==> src/rtl/seg_scan_ctrl.sv <==
// seg_scan_ctrl: time-multiplexed scan scheduler for a common-anode 7-segment display.
// It owns the refresh prescaler, steps the digit select with anti-ghost blanking
// between digits, and commits new display data only on frame boundaries.
module seg_scan_ctrl #(
  parameter int DIGITS    = 4,
  parameter int TICK_MAX  = 31250,
  parameter int CNT_W     = 15,
  parameter int BLANK_CYC = 16
) (
  input  logic                  clk,
  input  logic                  rst,
  input  logic                  load,
  input  logic [4*DIGITS-1:0]   value_in,
  input  logic [DIGITS-1:0]     dp_in,
  input  logic                  lz_en,
  output logic                  load_ack,
  output logic [DIGITS-1:0]     an,
  output logic [3:0]            digit_bcd,
  output logic                  dp_out,
  output logic                  frame_start
);

  localparam int IDX_W = (DIGITS > 1) ? $clog2(DIGITS) : 1;
  localparam int BC_W  = $clog2(BLANK_CYC + 1);

  typedef enum logic {SHOW, BLANK} state_t;

  state_t               state, state_n;
  logic [CNT_W-1:0]     cnt;
  logic                 tick;
  logic [BC_W-1:0]      bc, bc_n;
  logic [IDX_W-1:0]     idx, idx_n;
  logic [4*DIGITS-1:0]  disp, disp_n, pend;
  logic [DIGITS-1:0]    disp_dp, disp_dp_n, pend_dp;
  logic                 pend_valid;
  logic                 wrap, commit;
  logic [DIGITS-1:0]    lz_mask;
  logic                 zero_above;
  logic [3:0]           bcd_n;
  logic                 sup_n;

  assign tick   = (cnt == CNT_W'(TICK_MAX));
  assign wrap   = (state == BLANK) && (bc == '0) && (idx == IDX_W'(DIGITS - 1));
  assign commit = wrap && pend_valid;

  // Next scan state and the display contents that will be visible after this edge.
  always_comb begin
    state_n   = state;
    bc_n      = bc;
    idx_n     = idx;
    disp_n    = commit ? pend    : disp;
    disp_dp_n = commit ? pend_dp : disp_dp;
    case (state)
      SHOW: begin
        if (tick) begin
          state_n = BLANK;
          bc_n    = BC_W'(BLANK_CYC - 1);
        end
      end
      BLANK: begin
        if (bc == '0) begin
          state_n = SHOW;
          idx_n   = (idx == IDX_W'(DIGITS - 1)) ? '0 : idx + 1'b1;
        end else begin
          bc_n = bc - 1'b1;
        end
      end
      default: state_n = SHOW;
    endcase
  end

  // Leading-zero mask: digit i is a leading zero when it and every higher digit are 0.
  always_comb begin
    lz_mask    = '0;
    zero_above = 1'b1;
    for (int unsigned i = DIGITS - 1; i >= 1; i--) begin
      zero_above = zero_above && (disp_n[4*i +: 4] == 4'd0);
      lz_mask[i] = zero_above;
    end
  end

  // Select the nibble and suppression flag for the digit selected after this edge.
  always_comb begin
    bcd_n = '0;
    for (int unsigned i = 0; i < DIGITS; i++) begin
      if (idx_n == IDX_W'(i)) bcd_n = disp_n[4*i +: 4];
    end
    sup_n = lz_en && lz_mask[idx_n];
  end

  // Registered state, buffers and outputs; outputs follow the next state so they line up with it.
  always_ff @(posedge clk) begin
    if (rst) begin
      cnt         <= '0;
      state       <= SHOW;
      bc          <= '0;
      idx         <= '0;
      disp        <= '0;
      disp_dp     <= '0;
      pend        <= '0;
      pend_dp     <= '0;
      pend_valid  <= 1'b0;
      an          <= '1;
      digit_bcd   <= '0;
      dp_out      <= 1'b0;
      load_ack    <= 1'b0;
      frame_start <= 1'b0;
    end else begin
      cnt     <= tick ? '0 : cnt + 1'b1;
      state   <= state_n;
      bc      <= bc_n;
      idx     <= idx_n;
      disp    <= disp_n;
      disp_dp <= disp_dp_n;
      // A load on the commit edge lands in pending after the old contents were committed.
      if (load) begin
        pend       <= value_in;
        pend_dp    <= dp_in;
        pend_valid <= 1'b1;
      end else if (commit) begin
        pend_valid <= 1'b0;
      end
      an          <= (state_n == SHOW && !sup_n) ? ~(DIGITS'(1) << idx_n) : '1;
      digit_bcd   <= bcd_n;
      dp_out      <= (state_n == SHOW) && !sup_n && disp_dp_n[idx_n];
      load_ack    <= commit;
      frame_start <= wrap;
    end
  end

endmodule

==> config.mk <==
export PLATFORM = sky130hd
export DESIGN_NAME = seg_scan_ctrl
export DESIGN_NICKNAME = d
export VERILOG_FILES = /design/src/rtl/seg_scan_ctrl.sv
export SDC_FILE = /design/constraint.sdc
export NUM_CORES = 1
export LEC_CHECK = 0
export ABC_AREA = 1
export BUFFER_PORTS_ARGS = -buffer_cell sky130_fd_sc_hd__buf_2
export CAP_MARGIN = 20
export CELL_PAD_IN_SITES_DETAIL_PLACEMENT = 0
export CELL_PAD_IN_SITES_GLOBAL_PLACEMENT = 2
export CORE_ASPECT_RATIO = 1.4
export CORE_MARGIN = 8
export CORE_UTILIZATION = 30
export CTS_BUF_LIST = sky130_fd_sc_hd__clkbuf_4
export CTS_CLUSTER_DIAMETER = 200
export DETAILED_ROUTE_END_ITERATION = 10
export PLACE_DENSITY = 0.83
export SLEW_MARGIN = 20
export SYNTH_ARGS = -nofsm -noshare
export SYNTH_HDL_FRONTEND = slang
export SYNTH_SLANG_ARGS = --single-unit
==> constraint.sdc <==
create_clock -name clk -period 3.8 [get_ports clk]
set_input_delay 0.76 -clock clk [delete_from_list [all_inputs] [get_ports clk]]
set_output_delay 0.76 -clock clk [all_outputs]
set_load 0.01 [all_outputs]
==> run metrics <==
Worst Tran Pin Value=a little under 800 ps; Post-CTS Resized=0; wire per inst=roughly 12 um; I/O pin count=35; initial antenna violation count=0; share of cells above drive strength 1=0.1303; Detail Placement HPWL=around 5.4 mm; CP required=approximately 4100 ps; synth cell count leaders=nor2_1, dfxtp_1, nand2_1; M3 GR Usage=0.02327; Die X=103.0 um; nets@finish=around 490; Worst slew margin=0.4804; total power=about 0.0014 W; Final Instance Area=about 3600 um2; fin. max-slew vios=0; Sequential cell area=1501 um2; multi-input logic area=roughly 1400 um2; placed cell areas=roughly 3400 um2; GRT overflow=0; Yosys reg bits=75; status=completed; synth top area cells=dfxtp_1, nor2_1, nand2_1; CTS tree=built; cell taking the most area after synthesis=dfxtp_1; Max Clock Freq=around 430 MHz; Synth cell types=34; Cells after Synth=432; DRC errors left=0; M2 GR Usage=0.2022; RSZ-0062 raised after global routing=no; final hold violations=0; Final min period=roughly 2300 ps; Worst setup EP type=flip-flop; Syn. warnings=0; vias in the first global route=2598; Leakage=1.557 nW; Final WS setup=~1500 ps; Max-Cap Viols=0; Vias=2667; First DRT Iteration DRCs=between 90 and 100; TritonCTS buffer count=9; Worst-Skew Late Latency=~430 ps; Synth Net Count=roughly 460; I/O Buffers=34; hold_buf cts=0; Crit Path Max Fanout=34; combinational share of power=0.044; total wire length=roughly 7.5 mm; Total GRT Usage=0.1149; ys flop type=dfxtp_1; PD cells=379.1 nW/um2; top cell type's share of synthesized area=0.4728; # diodes=0; Final TNS setup=0 ps; Post-synth EDFFs=0; vias per inst=about 4.4; Core Region=10350 um2; largest net degree at the start of global routing=35; H-tree levels=3; DRT antenna net count=0; GRT busiest layer=met2; cell internal pwr=approximately 0.0010 W; crit path DAT=2670 ps; Initial Utilization=0.3068; met1 Track Usage GR=0.1238; Flop pwr share=0.603; Site Rows=44; Setup CP Type=flip-flop to flip-flop; Max Root-Sink Buffers=2; Detailed Routing Iterations Pass 1=4; Placer Congestion=~0.77; register area share after synthesis=0.4728; die height=around 140 um; filler cell count=~1200; most frequent cell after synthesis=nor2_1; Startpoint Class=flip-flop; Tcrit/Tclk final=0.6180; first-pass GRT wire length=12.53 mm; number of clock sinks=75; Final Setup Violations=0; Netlist Area Pre-Place=3176 um2; setup bufs post-CTS=0; clock-pin slew on the worst setup and hold paths=130 ps; HP Class=flip-flop to flip-flop; CTS root buffer=clkbuf_4; die area=between 10000 and 15000 um2; Syn Area/Cell=around 7.4 um2; Post-synth ARST share=0; Clock Skews=approximately 24 ps; Place WS=approximately 1400 ps; Psw=roughly 0.00032 W; Switching Share=0.2397; maximum VDD drop=between 0.1 and 0.15 mV; clock share of power=0.353; Area Overhead vs Synth=12.45%
[final timing paths]
path | start | end | cells past startpoint | slack (ps)
worst max-delay path | bc[0]$_SDFFE_PP0P_ | dp_out$_SDFF_PP0_ | 11 | 1450
worst min-delay path | pend_dp[3]$_SDFFE_PP0P_ | pend_dp[3]$_SDFFE_PP0P_ | 2 | 460
worst max register to register | bc[0]$_SDFFE_PP0P_ | dp_out$_SDFF_PP0_ | 11 | 1450
worst min register to register | pend_dp[3]$_SDFFE_PP0P_ | pend_dp[3]$_SDFFE_PP0P_ | 2 | 460
[flip-flops by register name (all words and copies together) (netlist names)]
signal	count
pend_dp	4
disp_dp	4
dp_out	1
pend_valid	1
bc	5
load_ack	1
state	1
idx	2
frame_start	1
digit_bcd	4
an	4
pend	16
cnt	15
disp	16
[cell type report]
cell class	instances	share of cell area
multi-input combinational	285	0.3858
sequential	75	0.4205
timing repair buffer	34	0.04765
tap	138	0.04835
clock inverter	6	0.01577
inverter	58	0.06097
clock buffer	10	0.02102
[per-stage QoR]
step,cells,hold slack [ps],util
after floorplan,432,428.3,-
after global placement,590,443.9,0.3323
after detailed placement,590,452.8,0.3323
after CTS,606,470.7,0.3450
after global routing,606,490.3,0.3450
final,606,462.8,0.3450
[worst max-delay path, cell delays in order (launching register included)]
cell and delay, ps:
dfxtp_1 320, inv_1 130, ha_1 230, nand3_2 140
nor2_8 190, nand3_4 340, o21ai_1 360, nand3_1 110
nor2_1 130, nand3_2 140, nand2_1 90, nor2_1 40
[routing by layer]
metal	share of wire	routed length, um
met5	0	0
met2	0.50	3761
met1	0.43	3212
met4	0.020	151
met3	0.045	336
[cell families after synthesis]
kind of cell    after synthesis  share of synthesized area
xor+xnor                      2                   0.005517
simple gates                202                     0.2750
flops                        75                     0.4728
mux                           1                   0.003152
buf+inv                      72                    0.09338
compound gates               75                     0.1304
fa+ha+maj                     5                    0.01970
[placed cells by master, fill, tap and decap left out, types with 3 or more instances in the layout]
| cell type | instances |
|---|---|
| buf_2 | 34 |
| clkinv_2 | 3 |
| o21ai_0 | 31 |
| o21ai_2 | 4 |
| nand3_1 | 13 |
| o21a_1 | 3 |
| o21ai_1 | 7 |
| nand4_1 | 11 |
| dfxtp_1 | 75 |
| nor3_1 | 5 |
| a21oi_1 | 24 |
| ha_1 | 5 |
| nor2_1 | 86 |
| inv_1 | 57 |
| clkbuf_4 | 10 |
| nand2_1 | 75 |
[power by group through the flow]
stage	Combinational [W]	Clock (W)	Sequential, W
finish	0.0000599	0.000478	0.000816
global route	0.0000698	0.000541	0.000820
CTS	0.0000620	0.000506	0.000817
detailed placement	0.0000616	0	0.000834
global placement	0.0000607	0	0.000834
floorplan	0.0000400	0	0.000830
No activity file was read; power rests on OpenSTA's default activity.
